--- src/rtl/fifo_uart_tx_pkg.sv ---
// Shared UART definitions: FSM state encoding, oversampling ratio and counter sizing.
// Imported by the transmitter (and later by the receiver).
package uart_defs;

  typedef enum logic [1:0] {
    ST_IDLE  = 2'b00,
    ST_START = 2'b01,
    ST_DATA  = 2'b10,
    ST_STOP  = 2'b11
  } state_t;

  localparam int OVERSAMPLE = 16;

  // The tick counter must hold both OVERSAMPLE-1 and SB_TICK-1; 5 bits covers
  // every stop length up to 31 ticks.
  function automatic int tick_cnt_width(input int sb_tick);
    return (sb_tick > 31) ? $clog2(sb_tick) : 5;
  endfunction

endpackage

--- src/rtl/fifo_uart_tx_baud_tick_gen.sv ---
// Mod-DVSR counter producing a one-cycle tick every DVSR clocks.
// The clr input lets a frame restart the baud phase from its first cycle.
module baud_tick_gen #(
  parameter int DVSR       = 163,
  parameter int DVSR_WIDTH = 8
) (
  input  logic clk,
  input  logic reset,
  input  logic clr,
  output logic tick
);

  logic [DVSR_WIDTH-1:0] cnt_reg;

  assign tick = (cnt_reg == DVSR_WIDTH'(DVSR - 1));

  always_ff @(posedge clk) begin
    if (reset || clr) begin
      cnt_reg <= '0;
    end else if (tick) begin
      cnt_reg <= '0;
    end else begin
      cnt_reg <= cnt_reg + 1'b1;
    end
  end

endmodule

--- src/rtl/fifo_uart_tx.sv ---
// UART transmitter draining a show-ahead FIFO: pops a word while idle and sends
// it LSB first as start / data / stop, 16 baud ticks per bit.
module fifo_uart_tx
  import uart_defs::*;
#(
  parameter int DATA_WIDTH = 8,
  parameter int SB_TICK    = 16,
  parameter int DVSR       = 163,
  parameter int DVSR_WIDTH = 8
) (
  input  logic                  clk,
  input  logic                  reset,
  input  logic                  empty,
  input  logic [DATA_WIDTH-1:0] r_data,
  output logic                  rd,
  output logic                  tx,
  output logic                  tx_busy
);

  localparam int TICK_W = tick_cnt_width(SB_TICK);
  localparam int BIT_W  = (DATA_WIDTH > 1) ? $clog2(DATA_WIDTH) : 1;

  localparam logic [TICK_W-1:0] OS_LAST  = TICK_W'(OVERSAMPLE - 1);
  localparam logic [TICK_W-1:0] SB_LAST  = TICK_W'(SB_TICK - 1);
  localparam logic [BIT_W-1:0]  BIT_LAST = BIT_W'(DATA_WIDTH - 1);

  state_t                state_reg;
  logic [DATA_WIDTH-1:0] shift_reg;
  logic [DATA_WIDTH-1:0] shift_next;
  logic [BIT_W-1:0]      bit_cnt_reg;
  logic [TICK_W-1:0]     tick_cnt_reg;
  logic                  tx_reg;
  logic                  busy_reg;
  logic                  tick;

  // The pop is combinational so the FIFO advances on the same edge the word is latched.
  assign rd         = (state_reg == ST_IDLE) && !empty && !reset;
  assign shift_next = shift_reg >> 1;
  assign tx         = tx_reg;
  assign tx_busy    = busy_reg;

  baud_tick_gen #(
    .DVSR       (DVSR),
    .DVSR_WIDTH (DVSR_WIDTH)
  ) u_baud (
    .clk   (clk),
    .reset (reset),
    .clr   (rd),
    .tick  (tick)
  );

  always_ff @(posedge clk) begin
    if (reset) begin
      state_reg    <= ST_IDLE;
      shift_reg    <= '0;
      bit_cnt_reg  <= '0;
      tick_cnt_reg <= '0;
      tx_reg       <= 1'b1;
      busy_reg     <= 1'b0;
    end else begin
      case (state_reg)
        ST_IDLE: begin
          tx_reg <= 1'b1;
          if (rd) begin
            shift_reg    <= r_data;
            tick_cnt_reg <= '0;
            bit_cnt_reg  <= '0;
            tx_reg       <= 1'b0;
            busy_reg     <= 1'b1;
            state_reg    <= ST_START;
          end
        end

        ST_START: begin
          if (tick) begin
            if (tick_cnt_reg == OS_LAST) begin
              tick_cnt_reg <= '0;
              bit_cnt_reg  <= '0;
              tx_reg       <= shift_reg[0];
              state_reg    <= ST_DATA;
            end else begin
              tick_cnt_reg <= tick_cnt_reg + 1'b1;
            end
          end
        end

        ST_DATA: begin
          if (tick) begin
            if (tick_cnt_reg == OS_LAST) begin
              tick_cnt_reg <= '0;
              shift_reg    <= shift_next;
              if (bit_cnt_reg == BIT_LAST) begin
                tx_reg    <= 1'b1;
                state_reg <= ST_STOP;
              end else begin
                // tx is registered, so present the next bit from the post-shift value.
                tx_reg      <= shift_next[0];
                bit_cnt_reg <= bit_cnt_reg + 1'b1;
              end
            end else begin
              tick_cnt_reg <= tick_cnt_reg + 1'b1;
            end
          end
        end

        ST_STOP: begin
          tx_reg <= 1'b1;
          if (tick) begin
            if (tick_cnt_reg == SB_LAST) begin
              tick_cnt_reg <= '0;
              busy_reg     <= 1'b0;
              state_reg    <= ST_IDLE;
            end else begin
              tick_cnt_reg <= tick_cnt_reg + 1'b1;
            end
          end
        end

        default: begin
          state_reg <= ST_IDLE;
          tx_reg    <= 1'b1;
          busy_reg  <= 1'b0;
        end
      endcase
    end
  end

endmodule

--- config.mk ---
export PLATFORM = sky130hd
export DESIGN_NAME = fifo_uart_tx
export DESIGN_NICKNAME = d
export VERILOG_FILES = /design/src/rtl/fifo_uart_tx_pkg.sv /design/src/rtl/fifo_uart_tx_baud_tick_gen.sv /design/src/rtl/fifo_uart_tx.sv
export SDC_FILE = /design/constraint.sdc
export NUM_CORES = 1
export LEC_CHECK = 0
export CORE_ASPECT_RATIO = 0.5
export CORE_UTILIZATION = 51
export DETAILED_ROUTE_END_ITERATION = 6
export PLACE_DENSITY = 0.86
export SYNTH_ARGS = -nofsm -noshare
export SYNTH_HDL_FRONTEND = slang
export SYNTH_SLANG_ARGS = --single-unit
--- constraint.sdc ---
create_clock -name clk -period 1.8 [get_ports clk]
set_input_delay 0.36 -clock clk [delete_from_list [all_inputs] [get_ports clk]]
set_output_delay 0.36 -clock clk [all_outputs]
set_load 0.02 [all_outputs]
After elaboration in Yosys (flattened, before gate mapping)
Index checks and enable logic that the tools add are counted.
{ "word_totals": {"ff_bits": 28, "in_bits": 11, "out_inout_bits": 3, "elab_cells": 78} }
{ "classes": {"addsub": 3, "eq_ne": 16, "n_mux": 35, "n_reduce_logical": 17} }
{ "op_table": {"columns": ["op", "n"], "rows": [
  ["$mux 8", 3],
  ["$mux 3", 6],
  ["$mux 2", 8],
  ["$ne 2x2->1 const B", 8],
  ["$pmux 8 s2", 1],
  ["$mux 5", 3],
  ["$reduce_and 4->1", 3],
  ["$pmux 5 s2", 1],
  ["$mux 1", 9],
  ["$pmux 3 s3", 1],
  ["$add 8x1->8 const B", 1],
  ["$eq 8x8->1 const B", 1],
  ["$pmux 2 s4", 1],
  ["$reduce_and 8->1", 1],
  ["$reduce_and 7->1", 1],
  ["$add 5x1->5 const B", 1],
  ["$eq 5x4->1 const B", 1],
  ["$eq 2x2->1 const B", 2],
  ["$ne 2x1->1 const B", 2],
  ["$pmux 1 s4", 1],
  ["$reduce_bool 2->1", 2],
  ["$add 3x1->3 const B", 1],
  ["$eq 3x3->1 const B", 1],
  ["$reduce_bool 3->1", 1],
  ["other kinds (9)", 11]
]} }

Depth between registers and ports, before layout
Gate-level depths: netlist (run 1).
{ "depth": {"depth_word": 5, "mapped_depth": 8, "ltp_nobuf": 6} }

Modules after synthesis
From an unflattened synthesis (run 1), not the netlist that was laid out.
{ "unflattened": {"hier_cells": 175, "area_unflattened_um2": 1579.0} }
{ "by_module_without_submodules": {"columns": ["mod", "instances", "cells_each", "area_per_inst_um2", "seq_area_each_um2"], "rows": [
  ["fifo_uart_tx", 1, 134, 1182.4, 400.4],
  ["baud_tick_gen", 1, 41, 396.6, 160.2]
]} }

Worst setup path after synthesis (run 1)
OpenSTA, ideal clock, no wires.
{ "synth_path": {"path_kind": "register to register", "from": "register state_reg[0]", "to": "register shift_reg[4]", "setup_ps": 70, "t_arrival_ps": 1645, "t_required_ps": 1730, "setup_slack_ps": 84, "path_stages_with_launch": 9, "path_buffers": 2, "synth_period_minus_slack_ps": 1716, "cell_sequence": "dfxtp_1 inv_1 ha_1 buf_4 nor2b_1 a41oi_4 buf_6 or3_1 a21oi_1"} }
{ "synth_between": {"elab_chain_len": 5, "word_cells_on_any_way": 10, "classes_between": "eq/ne (4); mux (1); reduce/logical (5)"} }
{ "synth_lines": {"columns": ["element", "line", "text"], "rows": [
  ["start: declaration", "fifo_uart_tx.sv:27", "state_t state_reg;"],
  ["start signal: assignment", "fifo_uart_tx.sv:54", "state_reg <= ST_IDLE;"],
  ["start signal: assignment", "fifo_uart_tx.sv:70", "state_reg <= ST_START;"],
  ["start signal: assignment", "fifo_uart_tx.sv:80", "state_reg <= ST_DATA;"],
  ["$logic_not 2->1", "fifo_uart_tx.sv:37, fifo_uart_tx.sv:61", null],
  ["$logic_and 1x1->1 (2 in a row)", "fifo_uart_tx.sv:37", "assign rd = (state_reg == ST_IDLE) && !empty && !reset;"],
  ["$ne 2x1->1 (no line)", null, null],
  ["$reduce_and 4->1 (no line)", null, null],
  ["end signal: assignment", "fifo_uart_tx.sv:65", "shift_reg <= r_data;"],
  ["end signal: assignment", "fifo_uart_tx.sv:91", "shift_reg <= shift_next;"],
  ["end: declaration", "fifo_uart_tx.sv:28", "logic [DATA_WIDTH-1:0] shift_reg;"]
]} }
Several ways; a longest one is shown, not always the timed one.
A chain may end at the register's enable or synchronous reset.

Final worst setup path (run 1)
{ "layout_path": {"from": "register state_reg[0]", "to": "register shift_reg[5]"} }
Same word-level chain as after synthesis.

==> results of run 1 <==
[cell type report]
cell class                      instances  area share (%)
Tap cell                               37            2.31
Multi-Input combinational cell        129            49.0
Inverter                                5           0.936
Timing Repair Buffer                   41            16.9
Sequential cell                        28            28.1
Clock buffer                            4            2.75
[worst register-to-register path, stage by stage, from the launching register on]
cell and delay (ns):
dfxtp_1 0.35, inv_1 0.06, buf_4 0.13, ha_2 0.23, nor2b_4 0.16, a41oi_4 0.06, buf_4 0.19, or3_1 0.34
a21oi_1 0.16
[what timing repair did]
item,4_1_cts,5_1_grt
pin swaps,1,3
buffers inserted,0,2
endpoints found under the setup margin,7,14
resized for setup,6,11
[metal layers]
metal / routed length [microns] / global-route usage (%)
met2: 1750 / 36.7
met3: 197 / 4.62
met5: 0 / 0
met1: 1730 / 27.2
met4: 101 / 7.86
[cell usage after synthesis, types with 2 or more instances]
library cell / instances
a21oi_1: 17
a31oi_1: 2
and3_1: 2
buf_1: 2
buf_2: 2
buf_6: 2
clkbuf_1: 5
dfxtp_1: 28
ha_1: 10
inv_1: 5
mux2i_1: 9
nand2b_1: 3
nand3_1: 6
nand4_1: 2
nand4b_1: 3
nor2_1: 13
nor2b_1: 3
nor3_1: 2
nor3b_1: 2
o2111ai_1: 3
o21ai_0: 14
o31ai_1: 2
or3_1: 7
xor2_1: 5
[final timing paths]
check	cells after the start	end	slack (ns)
worst max-delay path	8	shift_reg[5]	0.05
worst min-delay path	2	shift_reg[2]	0.48
worst max register to register	8	shift_reg[5]	0.05
worst min register to register	2	shift_reg[2]	0.48
[kinds of logic after synthesis]
group	synth area share [%]
AO/OA/AOI/OAI	23.2
XOR/XNOR	3.27
adder cells (fa/ha/maj)	7.78
buffers and inverters	5.29
flip-flops	34.8
multiplexers	5.60
AND/OR/NAND/NOR	20.1
[power by group]
part           switching [uW]  leakage [uW]  internal, uW
registers                73.1      0.000229           747
logic                     873      0.000495           827
clock network             203     0.0000288           196
[metrics by stage]
stage	area [sq um]	setup WS, ns	utilization, %	instances
5_1_grt	2000	-0.0405	72.1	244
4_1_cts	1980	0.00369	71.0	242
6_report	2000	0.0502	72.1	244
3_5_place_dp	1910	-0.264	68.8	238
3_3_place_gp	1910	-0.208	68.8	238
2_1_floorplan	1610	0.0843	-	174
==> impl_summary.log, run 1 <==
INFO  metric wirelength = 3.78 mm
INFO  metric clock-skew-final = 0.00873 ns
INFO  metric hp-start = shift_reg[2]
INFO  metric area_growth_syn_to_layout = 24.6%
INFO  metric layout.nets = 229
INFO  metric die_height = 41.7 microns
INFO  metric timing.critical_path.buf_inv = 3
INFO  metric synth_edf_count = 0
INFO  metric layout_worst_path_cycle_share = 97.2%
INFO  metric power.total = 2920 uW
INFO  metric r2r_start = state_reg[0]
INFO  metric row_count = 13
INFO  metric slew_worst_pin = 0.328 ns
INFO  metric area_fraction_of_the_dominant_cell_type_after_synthesis = 34.8%
INFO  metric place_hpwl = 2.53 mm
INFO  metric setup.worst_path.end_class = flip-flop
INFO  metric ys_ff_latch = 28
INFO  metric slew_viol_final = 0
INFO  metric fin_hold_ws = 0.483 ns
INFO  metric synth.net_count = 195
INFO  metric fillers = 191
INFO  metric power_density = 1460 nW/um^2
INFO  metric io-pin-count = 14
INFO  metric critPathTopFamily = simple AND/OR/NAND/NOR gates
INFO  metric synth-main-ff-cell = dfxtp_1
INFO  metric clock_slew_seen_by_the_registers_of_the_worst_setup_and_hold_paths = 0.09 ns
INFO  metric power.static_leakage = 0.000752 uW
INFO  metric setup_violations = 0
INFO  metric port_buffers = 13
INFO  metric vias = 1472
INFO  metric critPathMaxStageDelay = 0.35 ns
INFO  metric route.detailed.vias_per_inst = 6.03
INFO  metric grt_util_all_layers = 21.7%
INFO  metric setup_tns = 0 ns
INFO  metric yosys-top-cells-area = dfxtp_1, ha_1, mux2i_1, a21oi_1, o21ai_0
INFO  metric floorplan.die_area = 3400 sq um
INFO  metric min-delay-path-class = flip-flop to flip-flop
INFO  metric insertion_delay = 0.28 ns
INFO  metric mostFrequentLayoutCells = buf_4, dfxtp_1, a21oi_1, nor2_1
INFO  metric async_flop_share = 0%
INFO  metric cp_cell_sequence = inv_1 -> buf_4 -> ha_2 -> nor2b_4 -> a41oi_4 -> buf_4 -> or3_1 -> a21oi_1
INFO  metric cts_root_buf = clkbuf_8
INFO  metric grt_setup_unrepaired = yes
INFO  metric number_of_global_route_vias_before_repair = 1280
INFO  metric cts_buffers = 3
INFO  metric worst-endpoint-arrival = 1.96 ns
INFO  metric tritoncts_num_sinks = 28
INFO  metric detail_route.iter0.violations = 107
INFO  metric vdd_ir_max = 1.00 mV
INFO  metric critical_path_peak_fanout = 5
INFO  metric timing.critical_path.from = state_reg[0]
INFO  metric slowest_stage = dfxtp_1
INFO  metric critical-path-top-cell-by-count = buf_4
INFO  metric core_area = 2780 sq um
INFO  metric chipWidth = 81.4 microns
INFO  metric wl_per_cell = 15.5 microns
INFO  metric crit_required = 2.01 ns
INFO  metric timing_hold_violations_final = 0
INFO  metric remaining_overflow_grt = 0
INFO  metric antenna_left = 0
INFO  metric synth.cell_area = 1610 sq um
INFO  metric grt_first_pass_wirelength = 5.63 mm
INFO  metric antenna-diode-count = 0
INFO  metric finalCriticalPeriod = 1.75 ns
INFO  metric ys_seq_area_share = 34.8%
INFO  metric drv_cap = 0
INFO  metric initial_util = 57.8%
INFO  metric achievable-frequency = 572 MHz
INFO  metric netlist_instances = 174
INFO  metric grt_max_degree = 19
INFO  metric seq_area = 563 sq um
INFO  metric remaining_drc_errors = 0
INFO  metric post_cts_hold_buffer_count = 0
INFO  metric worstSetupPathType = flip-flop to flip-flop
INFO  metric tritoncts = done
INFO  metric area_used_by_multi_input_combinational_logic = 982 sq um
INFO  metric synth_top_area_cell = dfxtp_1
INFO  metric synth-warning-count = 0
INFO  metric gpl.final_weighted_congestion = 0.843
INFO  metric layout_commonest_cell = buf_4
INFO  metric drt_pass1_iterations = 4
INFO  metric synth_cell_type_count = 49
INFO  metric initial_antenna_violation_count = 0
INFO  metric cts.path.max_buffers = 2
INFO  metric slew_headroom = 78.0%
INFO  metric syn_avg_cell_area = 9.25 sq um
INFO  metric worstSetupStartpointType = flip-flop
INFO  metric h-tree-depth = 1
INFO  metric result_of_the_run = completed
INFO  metric fraction_of_final_layout_cells_sized_beyond_drive_strength_1 = 24.6%
Note: power is estimated with default switching activity, not from simulation.
==> run 2: changes to the inputs <==
- GPL_ROUTABILITY_DRIVEN: default -> 0
- RECOVER_POWER: default -> 50
==> impl_summary.log, run 2 (synthesized netlist as in run 1, its figures left out) <==
INFO  metric result_of_the_run = completed (unchanged)
INFO  metric achievable-frequency = 570 MHz (was 572 MHz)
INFO  metric core_area = 2780 sq um (unchanged)
INFO  metric initial_util = 57.8% (unchanged)
INFO  metric mostFrequentLayoutCells = dfxtp_1, buf_4, a21oi_1, nor2_1 (was buf_4, dfxtp_1, a21oi_1, nor2_1)
INFO  metric floorplan.die_area = 3400 sq um (unchanged)
INFO  metric number_of_global_route_vias_before_repair = 1280 (unchanged)
INFO  metric setup_violations = 0 (unchanged)
INFO  metric slew_worst_pin = 0.329 ns (was 0.328 ns)
INFO  metric clock-skew-final = 0.00952 ns (was 0.00873 ns)
INFO  metric finalCriticalPeriod = 1.75 ns (about the same)
INFO  metric grt.met2_usage = 36.7% (unchanged)
INFO  metric wirelength = 3.79 mm (was 3.78 mm)
INFO  metric power.static_leakage = 0.000747 uW (was 0.000752 uW)
INFO  metric die_height = 41.7 microns (unchanged)
INFO  metric tritoncts = done (unchanged)
INFO  metric worstSetupPathType = flip-flop to flip-flop (unchanged)
INFO  metric busiest_layer = met2 (unchanged)
INFO  metric worst-endpoint-arrival = 1.96 ns (about the same)
INFO  metric fraction_of_final_layout_cells_sized_beyond_drive_strength_1 = 23.7% (was 24.6%)
INFO  metric route.detailed.vias_per_inst = 6.04 (was 6.03)
INFO  metric grt_util_all_layers = 21.7% (unchanged)
INFO  metric remaining_overflow_grt = 0 (unchanged)
INFO  metric slew_headroom = 78.0% (about the same)
INFO  metric drt_pass1_iterations = 4 (unchanged)
INFO  metric place_hpwl = 2.53 mm (unchanged)
INFO  metric post-place-ws = -0.264 ns (unchanged)
INFO  metric insertion_delay = 0.28 ns (about the same)
INFO  metric area_growth_syn_to_layout = 23.5% (was 24.6%)
INFO  metric chipWidth = 81.4 microns (unchanged)
INFO  metric antenna-diode-count = 0 (unchanged)
INFO  metric grt_first_pass_wirelength = 5.63 mm (unchanged)
INFO  metric cts.path.max_buffers = 2 (unchanged)
INFO  metric grt_setup_unrepaired = yes (unchanged)
INFO  metric power_density = 1460 nW/um^2 (about the same)
INFO  metric cts_root_buf = clkbuf_8 (unchanged)
INFO  metric antenna_left = 0 (unchanged)
INFO  metric port_buffers = 13 (unchanged)
INFO  metric min-delay-path-class = flip-flop to flip-flop (unchanged)
INFO  metric layout.nets = 229 (unchanged)
INFO  metric tritoncts_num_sinks = 28 (unchanged)
INFO  metric fin_hold_ws = 0.483 ns (about the same)
INFO  metric setup_tns = 0 ns (unchanged)
INFO  metric grt_max_degree = 19 (unchanged)
INFO  metric timing_hold_violations_final = 0 (unchanged)
INFO  metric vias = 1473 (was 1472)
INFO  metric groute.layer.met3.usage = 4.62% (unchanged)
INFO  metric vdd_ir_max = 0.999 mV (was 1.00 mV)
INFO  metric remaining_drc_errors = 0 (unchanged)
INFO  metric layout_worst_path_cycle_share = 97.5% (was 97.2%)
INFO  metric h-tree-depth = 1 (unchanged)
INFO  metric slew_viol_final = 0 (unchanged)
INFO  metric worstSetupStartpointType = flip-flop (unchanged)
INFO  metric row_count = 13 (unchanged)
INFO  metric initial_antenna_violation_count = 0 (unchanged)
INFO  metric clock_slew_seen_by_the_registers_of_the_worst_setup_and_hold_paths = 0.09 ns (about the same)
INFO  metric setup.worst_path.end_class = flip-flop (unchanged)
INFO  metric grt_util_met1 = 27.2% (unchanged)
INFO  metric setup_slack = 0.0457 ns (was 0.0502 ns)
INFO  metric wl_per_cell = 15.5 microns (about the same)
INFO  metric critical_path_peak_fanout = 5 (unchanged)
INFO  metric cts_buffers = 3 (unchanged)
INFO  metric drv_cap = 0 (unchanged)
INFO  metric finish.utilization = 71.4% (was 72.1%)
INFO  metric io-pin-count = 14 (unchanged)
INFO  metric crit_required = 2.01 ns (about the same)
INFO  metric detail_route.iter0.violations = 136 (was 107)
==> run 2: cell count changes in the layout (fill, tap and decap cells not counted), sizes merged <==
| cell | change |
|---|---|
| buf | -1 |
| clkbuf | +1 |
==> run 2: layer usage <==
metal	share of wire (%)	wire length (microns)
met3	4.4	167
met5	0	0
met4	2.6	99
met1	47	1770
met2	46	1760
==> run 2: layout make-up <==
cell class / count / area (sq um)
multi-input combinational: 129 / 968
fill: 196 / 795
sequential: 28 / 563
timing repair buffer: 41 / 335
clock buffer: 4 / 55.1
tap: 37 / 46.3
inverter: 5 / 18.8
==> run 2: path summary, 6_finish.rpt <==
path / startpoint / endpoint / slack, ns / depth (start not counted)
worst max-delay path: state_reg[0] / shift_reg[5] / 0.05 / 8
worst min-delay path: shift_reg[2] / shift_reg[2] / 0.48 / 2
worst max register to register: state_reg[0] / shift_reg[5] / 0.05 / 8
worst min register to register: shift_reg[2] / shift_reg[2] / 0.48 / 2
==> run 2: timing repair <==
item | CTS | global route
hold buffers | 0 | 0
resized for setup | 6 | 11
pin swaps | 1 | 3
setup endpoints to repair | 7 | 14
endpoints found under the hold margin | 0 | 0
setup buffers | 0 | 2
==> run 2: power breakdown <==
group	internal [uW]	leakage (uW)	switching (uW)	total, uW
Sequential	747	0.000229	74.3	821
Clock	196	0.0000288	204	400
Combinational	814	0.000489	871	1690
Total	1760	0.000747	1150	2910
==> run 2: worst max-delay path, cell delays in order (launching register included) <==
cell and delay, ns:
dfxtp_1 0.35, inv_1 0.06, buf_4 0.14, ha_2 0.23, nor2b_4 0.16, a41oi_4 0.06
buf_4 0.19, or3_1 0.34, a21oi_1 0.16
==> run 2: per-stage QoR <==
stage                     instance area [sq um]  power [uW]  cells
after global routing                       1990        3080    244
after detailed placement                   1910        2360    238
after floorplan                            1610        1800    174
final                                      1990        2910    244
after CTS                                  1980        2770    242
after global placement                     1910        2280    238
